$ cat src/rtl/bullet_motion_ctrl.sv
// Bullet trajectory stage: launches a bullet from the ship X, steps it upward once per
// movement tick, clamps it at the retire row and pulses hit on target overlap.
module bullet_motion_ctrl #(
  parameter int unsigned START_Y  = 440,
  parameter int unsigned TOP_Y    = 66,
  parameter int unsigned STEP     = 4,
  parameter int unsigned TICK_DIV = 250000,
  parameter int unsigned BULLET_W = 4,
  parameter int unsigned BULLET_H = 8,
  parameter int unsigned TARGET_W = 32,
  parameter int unsigned TARGET_H = 16
) (
  input  logic       clk,
  input  logic       rst,
  input  logic       enb,
  input  logic [9:0] shipPosX,
  input  logic [9:0] targetPosX,
  input  logic [9:0] targetPosY,
  output logic [9:0] bulletPosX,
  output logic [9:0] bulletPosY,
  output logic       bulletActive,
  output logic       hit
);

  localparam int unsigned    CNT_W    = $clog2(TICK_DIV);
  localparam logic [CNT_W-1:0] CNT_LAST = CNT_W'(TICK_DIV - 1);
  localparam logic [9:0]     START_V  = 10'(START_Y);
  localparam logic [9:0]     TOP_V    = 10'(TOP_Y);
  localparam logic [10:0]    TOP_W    = 11'(TOP_Y);
  localparam logic [10:0]    STEP_W   = 11'(STEP);
  localparam logic [10:0]    BW_W     = 11'(BULLET_W);
  localparam logic [10:0]    BH_W     = 11'(BULLET_H);
  localparam logic [10:0]    TW_W     = 11'(TARGET_W);
  localparam logic [10:0]    TH_W     = 11'(TARGET_H);

  typedef enum logic [1:0] {S_IDLE, S_LAUNCH, S_FLY, S_RETIRE} state_t;

  state_t             state_q, state_d;
  logic [CNT_W-1:0]   cnt_q, cnt_d;
  logic [9:0]         bx_q, bx_d;
  logic [9:0]         by_q, by_d;
  logic               active_q, active_d;
  logic               hit_q, hit_d;

  logic [10:0]        ny;
  logic               tick;
  logic               overlap;

  always_comb begin
    state_d  = state_q;
    cnt_d    = cnt_q;
    bx_d     = bx_q;
    by_d     = by_q;
    active_d = active_q;
    hit_d    = 1'b0;

    // Candidate next row, widened so the top-row compare cannot wrap.
    ny      = {1'b0, by_q} - STEP_W;
    tick    = (cnt_q == CNT_LAST);
    overlap = (({1'b0, bx_q} + BW_W) > {1'b0, targetPosX}) &&
              ({1'b0, bx_q} < ({1'b0, targetPosX} + TW_W)) &&
              (ny < ({1'b0, targetPosY} + TH_W)) &&
              ((ny + BH_W) > {1'b0, targetPosY});

    case (state_q)
      S_IDLE: begin
        by_d     = START_V;
        cnt_d    = '0;
        active_d = 1'b0;
        if (enb) state_d = S_LAUNCH;
      end
      S_LAUNCH: begin
        bx_d     = shipPosX;
        active_d = 1'b1;
        cnt_d    = '0;
        state_d  = S_FLY;
      end
      S_FLY: begin
        if (tick) begin
          cnt_d = '0;
          if (overlap) begin
            hit_d   = 1'b1;
            by_d    = TOP_V;
            state_d = S_RETIRE;
          end else if ($signed(ny) <= $signed(TOP_W)) begin
            by_d    = TOP_V;
            state_d = S_RETIRE;
          end else begin
            by_d = ny[9:0];
          end
        end else begin
          cnt_d = cnt_q + CNT_W'(1);
        end
      end
      S_RETIRE: begin
        by_d     = TOP_V;
        active_d = 1'b0;
        if (!enb) begin
          state_d = S_IDLE;
          by_d    = START_V;
        end
      end
      default: state_d = S_IDLE;
    endcase
  end

  always_ff @(posedge clk) begin
    if (rst) begin
      state_q  <= S_IDLE;
      cnt_q    <= '0;
      bx_q     <= '0;
      by_q     <= START_V;
      active_q <= 1'b0;
      hit_q    <= 1'b0;
    end else begin
      state_q  <= state_d;
      cnt_q    <= cnt_d;
      bx_q     <= bx_d;
      by_q     <= by_d;
      active_q <= active_d;
      hit_q    <= hit_d;
    end
  end

  assign bulletPosX   = bx_q;
  assign bulletPosY   = by_q;
  assign bulletActive = active_q;
  assign hit          = hit_q;

endmodule

$ cat config.mk
export PLATFORM = sky130hd
export DESIGN_NAME = bullet_motion_ctrl
export DESIGN_NICKNAME = d
export VERILOG_FILES = /design/src/rtl/bullet_motion_ctrl.sv
export SDC_FILE = /design/constraint.sdc
export NUM_CORES = 1
export LEC_CHECK = 0
export ABC_AREA = 1
export BUFFER_PORTS_ARGS = -buffer_cell sky130_fd_sc_hd__buf_2
export CAP_MARGIN = 25
export CORE_UTILIZATION = 60
export DETAILED_ROUTE_END_ITERATION = 16
export GPL_ROUTABILITY_DRIVEN = 0
export PLACE_DENSITY_LB_ADDON = 0.12
export RECOVER_POWER = 25
export SYNTH_ARGS = -nofsm -noshare
export SYNTH_HDL_FRONTEND = slang
export SYNTH_SLANG_ARGS = --single-unit
$ cat constraint.sdc
create_clock -name clk -period 4.6 [get_ports clk]
set_clock_uncertainty 0.15 [all_clocks]
set_input_delay 0.69 -clock clk [delete_from_list [all_inputs] [get_ports clk]]
set_output_delay 0.69 -clock clk [all_outputs]
set_load 0.01 [all_outputs]
==> metrics.yaml <==
yosys:
  synth_fp_nets: 604
  seq_area_frac_synth: 0.227
  synth_warnings: 0
  synth-simple-area-share: 0.329
  synthXorXnorAreaFrac: 0.0557
  synth_cells: 521
  synthMuxAreaShare: 0
  post-synth-top-area-fraction: 0.227
  synthAdderAreaFrac: 0.173
  synth-async-reset-ratio: 0
  yosys_register_bits: 41
  synth_edf_count: 0
  synth-main-ff-cell: "dfxtp_1"
  synth_top_family_by_area: "simple AND/OR/NAND/NOR gates"
  synth_compound_area_frac: 0.112
  synthTopCellsByArea: "dfxtp_1 23%, ha_1 17%, nand2_1 8.4%, inv_1 7.9%, nor2_1 6.9%"
  ys_types: 43
  avgSynthCellArea_sq_um: 6.94
  yosys.area.top_type: "dfxtp_1"
  syn_area_sq_mm: 0.00362
grt:
  grt_max_degree: 19
  grt_pass1_vias: 3090
  grt_usage: 0.262
  grt_pass1_wl_microns: 13300
  antenna_found_initial: 0
  grt.overflow.total: 0
timing:
  setup_viol: 0
  period_share: 0.692
  maxSlewHeadroom: 0.662
  period_minus_slack_ps: 3190
  worstMarginPinSlew_ps: 506
  fmax_ghz: 0.314
  hold_viol: 0
  rsz0062_at_grt: "false"
  timing.setup.tns_ps: 0
  maxSlewViolCount: 0
  whs_ps: 309
route:
  viasPerCell: 5.42
  ant_nets: 0
  drc: 0
  wl_microns: 8040
  avgRoutedWirePerCell_microns: 12.4
  firstDrtPassIters: 5
  first_iter_violations: 164
  vias: 3509
floorplanning:
  die-area_sq_mm: 0.00634
  io_pins: 55
  core_area_sq_mm: 0.00564
  dieHeight_microns: 79.6
  rows: 27
  die_w_microns: 79.6
  initial_core_util: 0.641
layout:
  final_cell_mix: "81 x nand2_1, 76 x inv_1, 66 x nor2_1"
  layout-drive-gt1-share: 0.155
  antenna_cells: 0
  multi_input_area_sq_mm: 0.00243
  area_delta_synth_final_pct: 11.5
  regArea_sq_um: 821
  layout.nets: 658
  n_fill_cell: 503
  layout_commonest_cell: "nand2_1"
power_and_ir_drop:
  vdd_drop_max_uv: 341
  p_leak_nw: 2.01
  power_density_mw_per_mm2: 411
worst_hold_path:
  hp-class: "flip-flop to flip-flop"
critical_path:
  cp.arrival_ps: 3240
  crit_path_start_kind: "flip-flop"
  path_class: "flip-flop to flip-flop"
  worstPathMaxFanout: 9
  critPathCaptureType: "flip-flop"
  worstPathRequired_ps: 4650
cts:
  cts.clk_slew.worst_paths_ps: 90
  ctsHoldBuffers: 0
  cts_tree: "built"
  cts_buffers: 5
  cts.htree.levels: 2
  cts.sinks: 41
  clockBufferDepth: 2
  ctsRootBufferMaster: "clkbuf_8"
  cts_setup_buffers: 0
  cts_resized: 0
  insertion_delay_ps: 300
place:
  dp_hpwl_microns: 6600
  portBuffers: 53
run_status:
  run_status: "complete, no violations"
run:
  drv_cap: 0
-- stage by stage --
step                      setup WS [ps]  instance area [sq um]   util  instances  power [mW]
after floorplan                    1650                   3620      -        521        1.14
after global placement             1550                   3930  0.696        640        1.32
after detailed placement           1450                   3930  0.696        640        1.36
after CTS                          1450                   4040  0.716        648        1.66
after global routing               1120                   4030  0.715        648        1.80
final                              1410                   4030  0.715        648        1.66
-- layer usage --
metal | share of wire | track usage
met2 | 0.46 | 0.434
met1 | 0.49 | 0.349
met5 | 0 | 0
met3 | 0.043 | 0.0457
met4 | 0.010 | 0.0636
-- sequential cells by signal, indices dropped and copies added (netlist names) --
signal,flops
state_q,2
bulletPosY,9
bulletActive,1
cnt_q,18
bulletPosX,10
hit,1
-- power breakdown --
part	switching [mW]	internal, mW
logic	0.533	0.320
clock network	0.135	0.163
registers	0.0887	0.419
-- synthesized netlist by cell type, types with 2 or more instances --
cell / instances
o21ai_0: 19
nand3b_1: 6
nand3_1: 28
nand2_2: 5
xnor2_1: 5
a21o_1: 2
nor4_1: 4
nor2_1: 66
nor3b_1: 4
nand2_4: 8
inv_2: 7
nand3_2: 3
ha_1: 50
o21ai_1: 6
o21bai_1: 2
buf_4: 2
nand4_1: 14
xor2_1: 18
dfxtp_1: 41
nor2_4: 3
nand2_1: 81
clkinv_1: 2
a21oi_1: 33
nor3_1: 13
a211oi_1: 3
nor2_2: 4
inv_1: 76
-- area by class of cell --
type / instances / area share
well taps: 72 / 0.0223
repair buffers: 53 / 0.0636
clock buffers: 5 / 0.0171
inverters: 86 / 0.0807
clock inverters: 3 / 0.0109
flip-flops and latches: 41 / 0.204
multi-input cells: 388 / 0.602
-- kinds of logic (layout without fill, tap and decap cells) --
family,after synthesis,count (layout)
simple gates,242,242
buf+inv,92,147
compound gates,72,72
fa+ha+maj,50,50
flops,41,41
xor+xnor,23,23
other cells,1,1
-- final timing paths --
path,startpoint,to,slack (ps),cells after the start
setup reg to reg,bulletPosY[2]$_SDFFE_PP0P_,bulletPosY[6]$_SDFFE_PP0P_,1410,25
setup / recovery,bulletPosY[2]$_SDFFE_PP0P_,bulletPosY[6]$_SDFFE_PP0P_,1410,25
hold / removal,bulletActive$_SDFFE_PP0P_,bulletActive$_SDFFE_PP0P_,310,2
hold reg to reg,bulletActive$_SDFFE_PP0P_,bulletActive$_SDFFE_PP0P_,310,2
-- worst max-delay path: stages, from the launching register on --
cell      delay, ps
dfxtp_1         350
inv_2           180
ha_1            310
nand2_1         130
nand2_4         130
inv_1            70
ha_1            220
xnor2_1         170
inv_1            60
ha_1            290
nand2_1          70
a21oi_1          40
nor2_1           80
nand2_1          60
nand2_1          50
nand2_1          40
nand2_1          50
nand2_1          40
nand2_1          60
nand2_2          70
nand2_4         100
nand2_4          60
nand2_1          50
nand2_1          70
o21bai_1        140
inv_1            50
(Power assumes the default switching activity.)
